### src/rtl/debounce_pkg.sv
// Shared defaults and an elaboration-time sanity check for the debounce bank.
// Lets STABLE_CYCLES/CNT_W pairings be validated before any logic is built.
package debounce_pkg;

  localparam int DEFAULT_STABLE_CYCLES = 50000;
  localparam int DEFAULT_CNT_W         = 16;
  localparam int DEFAULT_ACTIVE_LOW    = 1;

  // True when a CNT_W-bit counter can reach STABLE_CYCLES-1 without wrapping.
  function automatic bit cnt_w_ok(int cnt_w, int stable_cycles);
    return (stable_cycles >= 1) && ($clog2(stable_cycles) <= cnt_w);
  endfunction

endpackage

### src/rtl/debounce_ch.sv
// One button channel: 2-flop sync, stability counter, level and edge pulses.
// Latency: STABLE_CYCLES+1 edges from first s1 capture; no backpressure (free-running).
module debounce_ch
  import debounce_pkg::*;
#(
  parameter int CNT_W         = DEFAULT_CNT_W,
  parameter int STABLE_CYCLES = DEFAULT_STABLE_CYCLES,
  parameter int ACTIVE_LOW    = DEFAULT_ACTIVE_LOW
) (
  input  logic clk,
  input  logic reset,
  input  logic button,
  output logic ledg,
  output logic press,
  output logic rel
);

  localparam logic [CNT_W-1:0] LAST = CNT_W'(STABLE_CYCLES - 1);

  logic             b;
  logic             s1;
  logic             s2;
  logic [CNT_W-1:0] cnt;

  assign b = (ACTIVE_LOW != 0) ? ~button : button;

  always_ff @(posedge clk) begin
    if (reset) begin
      s1    <= 1'b0;
      s2    <= 1'b0;
      cnt   <= '0;
      ledg  <= 1'b0;
      press <= 1'b0;
      rel   <= 1'b0;
    end else begin
      s1    <= b;
      s2    <= s1;
      press <= 1'b0;
      rel   <= 1'b0;
      // Any cycle agreeing with the accepted level restarts the full count.
      if (s2 == ledg) begin
        cnt <= '0;
      end else if (cnt == LAST) begin
        cnt   <= '0;
        ledg  <= s2;
        press <= s2;
        rel   <= ~s2;
      end else begin
        cnt <= cnt + CNT_W'(1);
      end
    end
  end

endmodule

### src/rtl/debounce_bank.sv
// N_CH independent debounce channels; outputs are 1 = pressed regardless of board polarity.
// Latency: STABLE_CYCLES+1 edges after first capture; no backpressure.
module debounce_bank
  import debounce_pkg::*;
#(
  parameter int N_CH          = 4,
  parameter int CNT_W         = DEFAULT_CNT_W,
  parameter int STABLE_CYCLES = DEFAULT_STABLE_CYCLES,
  parameter int ACTIVE_LOW    = DEFAULT_ACTIVE_LOW
) (
  input  logic            clk,
  input  logic            reset,
  input  logic [N_CH-1:0] button,
  output logic [N_CH-1:0] ledg,
  output logic [N_CH-1:0] press,
  output logic [N_CH-1:0] rel    // release pulse; "release" is a reserved word
);

  if (!cnt_w_ok(CNT_W, STABLE_CYCLES)) begin : g_bad_cfg
    $error("debounce_bank: CNT_W=%0d cannot count STABLE_CYCLES=%0d", CNT_W, STABLE_CYCLES);
  end

  for (genvar n = 0; n < N_CH; n++) begin : g_ch
    debounce_ch #(
      .CNT_W        (CNT_W),
      .STABLE_CYCLES(STABLE_CYCLES),
      .ACTIVE_LOW   (ACTIVE_LOW)
    ) u_ch (
      .clk   (clk),
      .reset (reset),
      .button(button[n]),
      .ledg  (ledg[n]),
      .press (press[n]),
      .rel   (rel[n])
    );
  end

endmodule

### config.mk
export PLATFORM = sky130hd
export DESIGN_NAME = debounce_bank
export DESIGN_NICKNAME = d
export VERILOG_FILES = /design/src/rtl/debounce_pkg.sv /design/src/rtl/debounce_ch.sv /design/src/rtl/debounce_bank.sv
export SDC_FILE = /design/constraint.sdc
export NUM_CORES = 1
export LEC_CHECK = 0
export BUFFER_PORTS_ARGS = -buffer_cell sky130_fd_sc_hd__buf_2
export CAP_MARGIN = 20
export CORE_UTILIZATION = 50
export CTS_BUF_LIST = sky130_fd_sc_hd__clkbuf_8 sky130_fd_sc_hd__clkbuf_16
export DETAILED_ROUTE_END_ITERATION = 10
export PLACE_DENSITY = 0.7
export SKIP_CTS_REPAIR_TIMING = 1
export SLEW_MARGIN = 5
export SYNTH_ARGS = -nofsm -noshare
export SYNTH_HDL_FRONTEND = slang
export SYNTH_SLANG_ARGS = --single-unit
### constraint.sdc
create_clock -name clk -period 2.8 [get_ports clk]
set_input_delay 0.84 -clock clk [delete_from_list [all_inputs] [get_ports clk]]
set_output_delay 0.84 -clock clk [all_outputs]
set_load 0.05 [all_outputs]
# Word-level counts from Yosys, hierarchy flattened
# Cells that the tools add are included.
# word_totals
regBits	84
inputBits	6
elab_cells	64
# classes
n_addsub	4
eq_ne	8
bitwise	16
n_reduce_logical	12
# ops
cell	n
$add 16x1->16 const B	4
$eq 16x16->1 const B	4
$reduce_or 3->1	8
$not 1->1	16
$reduce_and 2->1	4
$eq 1x1->1	4

# Depth between registers and ports, before layout
# depth
depth_word	3
mapped_depth	6
depth_no_buf	5

# Modules after synthesis
# Synthesis repeated with hierarchy kept, for this count alone.
# unflattened
hier_cells	388
hier_area_um2	3668.5
# modules_own_cells
module	n_inst	cells_per_inst	area_per_inst_um2	seq_area_each_um2
debounce_ch	4	97	917.1	420.4

# Worst setup path after synthesis
# OpenSTA, ideal clock, no wires.
# synth_timing
path_kind	register to register
start	reg g_ch[1].u_ch.cnt[5]
end	reg g_ch[1].u_ch.cnt[15]
setup_ns	0.115
t_arrival_ns	1.564
required_ns	2.685
path_slack_ns	1.121
stages_incl_launch_ff	6
cell_sequence	dfxtp_1 > or4b_4 > nor4_4 > a211o_4 > buf_6 > nor2_1
# synth_via
elab_chain_cells	2
# synth_rtl
item	line_no	rtl
start: declaration	debounce_ch.sv:23	logic [CNT_W-1:0] cnt;
start signal: assignment	debounce_ch.sv:49	cnt <= cnt + CNT_W'(1);
parallel branches: the longest is 2 deep, another holds $add 16x1->16	-	
# Parallel ways; which one is timed is not known.
# A chain may end at the register's enable or synchronous reset.

# Worst setup path in the final report
# layout_timing
start	reg g_ch[3].u_ch.ledg
end	out ledg[3]
# layout_rtl
item	line_no	rtl
start: declaration	debounce_ch.sv:13	output logic ledg,
start signal: assignment	debounce_ch.sv:32	ledg <= 1'b0;
start signal: assignment	debounce_ch.sv:45	ledg <= s2;
end: declaration	debounce_bank.sv:14	output logic [N_CH-1:0] ledg,
# No word-level cell between the ends.

==> impl_results.rst <==
.. list-table::
   :header-rows: 1

   * - Metric
     - Value
   * - Area of combinational cells with multiple inputs
     - ~1700 um^2
   * - Minimum hold slack
     - ~430 ps
   * - Avg WL per Cell
     - 11.9 um
   * - Syn-to-layout area delta
     - 6.73%
   * - Share of the synthesized area in the top cell type
     - 0.471
   * - Max Cap Violations
     - 0
   * - Clock root buffer
     - sky130_fd_sc_hd__clkbuf_8
   * - Placed standard-cell area
     - about 3600 um^2
   * - Number of buffers created by CTS
     - 9
   * - Main synth FF type
     - sky130_fd_sc_hd__dfxtp_1
   * - Largest net degree at the start of global routing
     - 25
   * - Synth warnings
     - 0
   * - Min-delay worst type
     - reg2reg
   * - Vias per Instance
     - approximately 5.2
   * - Post-route minimum period
     - about 1900 ps
   * - Die outline width
     - ~86 um
   * - Weighted congestion reported at the end of routability-driven placement
     - approximately 0.80
   * - Area of the mapped netlist
     - between 3000 and 4000 um^2
   * - Net count, final
     - a little over 400
   * - Sequential area share after synthesis
     - 0.471
   * - Finished layout cell area
     - about 3800 um^2
   * - Cells along the critical path
     - buf_2
   * - DRC violation count after routing
     - 0
   * - Layout Utilization
     - 0.558
   * - RSZ-0062 raised after global routing
     - no
   * - Leakage power summed over all cells
     - 1.25 nW
   * - Number of detailed-routing iterations run before antenna repair
     - 4
   * - Height of the die
     - just under 90 um
   * - Die Outline Area
     - approximately 7500 um^2
   * - Area of the core
     - slightly below 7000 um^2
   * - Hold Fails Final Rpt
     - 0
   * - CP delay by family, top
     - flip-flops
   * - Highest Clock Rate
     - around 530 MHz
   * - Antenna violations before repair
     - 0
   * - Setup violation total in the final timing report
     - 0
   * - All-Layer GR Usage
     - 0.178
   * - Register area
     - 1680 um^2
   * - Top area cells in the synthesized netlist
     - sky130_fd_sc_hd__dfxtp_1, sky130_fd_sc_hd__nor2_1, sky130_fd_sc_hd__xnor2_1
   * - CP Data Arrival Time
     - 1060 ps
   * - Accumulated negative setup slack
     - 0 ps
   * - Total congestion overflow after global routing
     - 0
   * - Via count of the first global-routing pass
     - 2335
   * - Worst IR drop on VDD
     - between 0.0003 and 0.0004 V
   * - Max-slew headroom at the worst pin
     - 0.682
   * - Initial DRC Count
     - 70
   * - Pwr/cell area
     - around 520 nW/um^2
   * - Result of the run
     - finished clean
   * - Biggest cell delay along the critical path
     - roughly 400 ps
   * - Max Buffers Root-to-Sink
     - 2
   * - Number of rows created at floorplan
     - 30
   * - Final routed wirelength across all metal layers
     - 5.87 mm
   * - Slowest stage cell on the critical path
     - sky130_fd_sc_hd__dfxtp_1
   * - Most frequent cell after synthesis
     - sky130_fd_sc_hd__dfxtp_1
   * - Post-synth top cells
     - sky130_fd_sc_hd__dfxtp_1, sky130_fd_sc_hd__nor2_1, sky130_fd_sc_hd__xnor2_1
   * - Share of cells above drive strength 1
     - 0.101
   * - Number of enable-type register cells in the synthesized netlist
     - 0
   * - Number of sinks handled by clock tree synthesis
     - 84
   * - Fraction of synthesis flops using an asynchronous set or reset pin
     - 0
   * - Largest area contributor in the synthesized netlist
     - sky130_fd_sc_hd__dfxtp_1
   * - Final Slew Violations
     - 0
   * - Mean post-synth cell area
     - approximately 9.2 um^2
   * - Maximum fanout count along the critical path
     - 5
   * - Instance count of the mapped netlist
     - 387
   * - Slew @ Worst Pin
     - roughly 480 ps
   * - Endpoint class of the critical path
     - output port
   * - Effective utilization at floorplan
     - 0.523
   * - Buffers plus inverters on the worst setup path
     - 1
   * - Maximum level of the CTS H-tree
     - 3
   * - Clk Latency, worst-skew pair
     - about 350 ps
   * - Antenna-violating nets left
     - 0
   * - Required arrival time at the worst endpoint
     - ~2000 ps
   * - DPL Wire Length
     - around 4 mm
   * - Global-route wire length before repair
     - around 10 mm
   * - Power, Total
     - between 1.5 and 2 mW
   * - I/O Buffers
     - 17
   * - Cell variety after synth
     - 42
   * - Final period util
     - 0.678
   * - Kind of critical path
     - reg2out
   * - Nets in the synthesized netlist
     - 397
   * - Filler cells
     - approximately 640
   * - Worst setup SP type
     - flop
   * - Clock transition at the register clock pins on the worst setup and hold paths after CTS
     - approximately 70 ps
   * - Via count
     - between 2000 and 3000
   * - Clock Skews
     - just under 6 ps
   * - Number of storage elements in the synthesis netlist
     - 84
   * - Number of primary I/O pins
     - 18
   * - Final antenna diode count
     - 0
   * - CTS tree
     - yes
-- power breakdown --
part,internal [mW],switching [mW]
Combinational,0.00849,0.0152
Clock,0.357,0.395
Sequential,1.20,0.00411
Total,1.57,0.414
-- stage by stage --
stage                     setup slack, ps  instances
after floorplan                      1120        387
after global placement                832        479
after detailed placement              805        479
after CTS                             873        494
after global routing                  692        494
final                                 900        494
-- registers in the layout (all words and copies together), names as in the netlist --
register,count
g_ch.u_ch.s2,4
g_ch.u_ch.s1,4
g_ch.u_ch.cnt,64
g_ch.u_ch.press,4
g_ch.u_ch.ledg,4
g_ch.u_ch.rel,4
-- logic make-up (layout without fill, tap and decap cells) --
logic type,after synthesis,in the layout,synth area share
AND/OR/NAND/NOR,200,200,0.303
flip-flops,84,84,0.471
multiplexers,4,4,0.0112
XOR/XNOR,51,51,0.125
buffers and inverters,28,39,0.0449
AO/OA/AOI/OAI,16,16,0.0308
adder cells (fa/ha/maj),4,4,0.0140
-- layer usage --
metal | global-route usage | share of wire
met1 | 0.237 | 0.51
met2 | 0.270 | 0.44
met3 | 0.0400 | 0.030
met4 | 0.0909 | 0.021
met5 | 0 | 0
-- area by class of cell --
cell class,count,area share
inverters,7,0.00690
flip-flops and latches,84,0.441
clock buffers,11,0.0397
repair buffers,17,0.0223
well taps,96,0.0315
clock inverters,4,0.00460
multi-input cells,275,0.454
-- layout by cell type, fill, tap and decap left out, types with 12 or more instances in the layout --
| cell | synthesis | layout |
|---|---|---|
| sky130_fd_sc_hd__buf_2 | 2 | 17 |
| sky130_fd_sc_hd__dfxtp_1 | 84 | 84 |
| sky130_fd_sc_hd__nand2_1 | 21 | 21 |
| sky130_fd_sc_hd__nand3_1 | 17 | 17 |
| sky130_fd_sc_hd__nand4_1 | 19 | 19 |
| sky130_fd_sc_hd__nor2_1 | 68 | 68 |
| sky130_fd_sc_hd__nor3_1 | 12 | 12 |
| sky130_fd_sc_hd__nor4_1 | 13 | 13 |
| sky130_fd_sc_hd__xnor2_1 | 29 | 29 |
| sky130_fd_sc_hd__xor2_1 | 22 | 22 |
-- final timing paths --
kind                             from  cells past startpoint                  end  slack (ps)
hold / removal        g_ch[3].u_ch.s1                      1      g_ch[3].u_ch.s2         430
setup / recovery    g_ch[3].u_ch.ledg                      1              ledg[3]         900
hold reg to reg       g_ch[3].u_ch.s1                      1      g_ch[3].u_ch.s2         430
setup reg to reg  g_ch[3].u_ch.cnt[0]                      5  g_ch[3].u_ch.cnt[5]         910
Power figures use the tool's default switching activity.
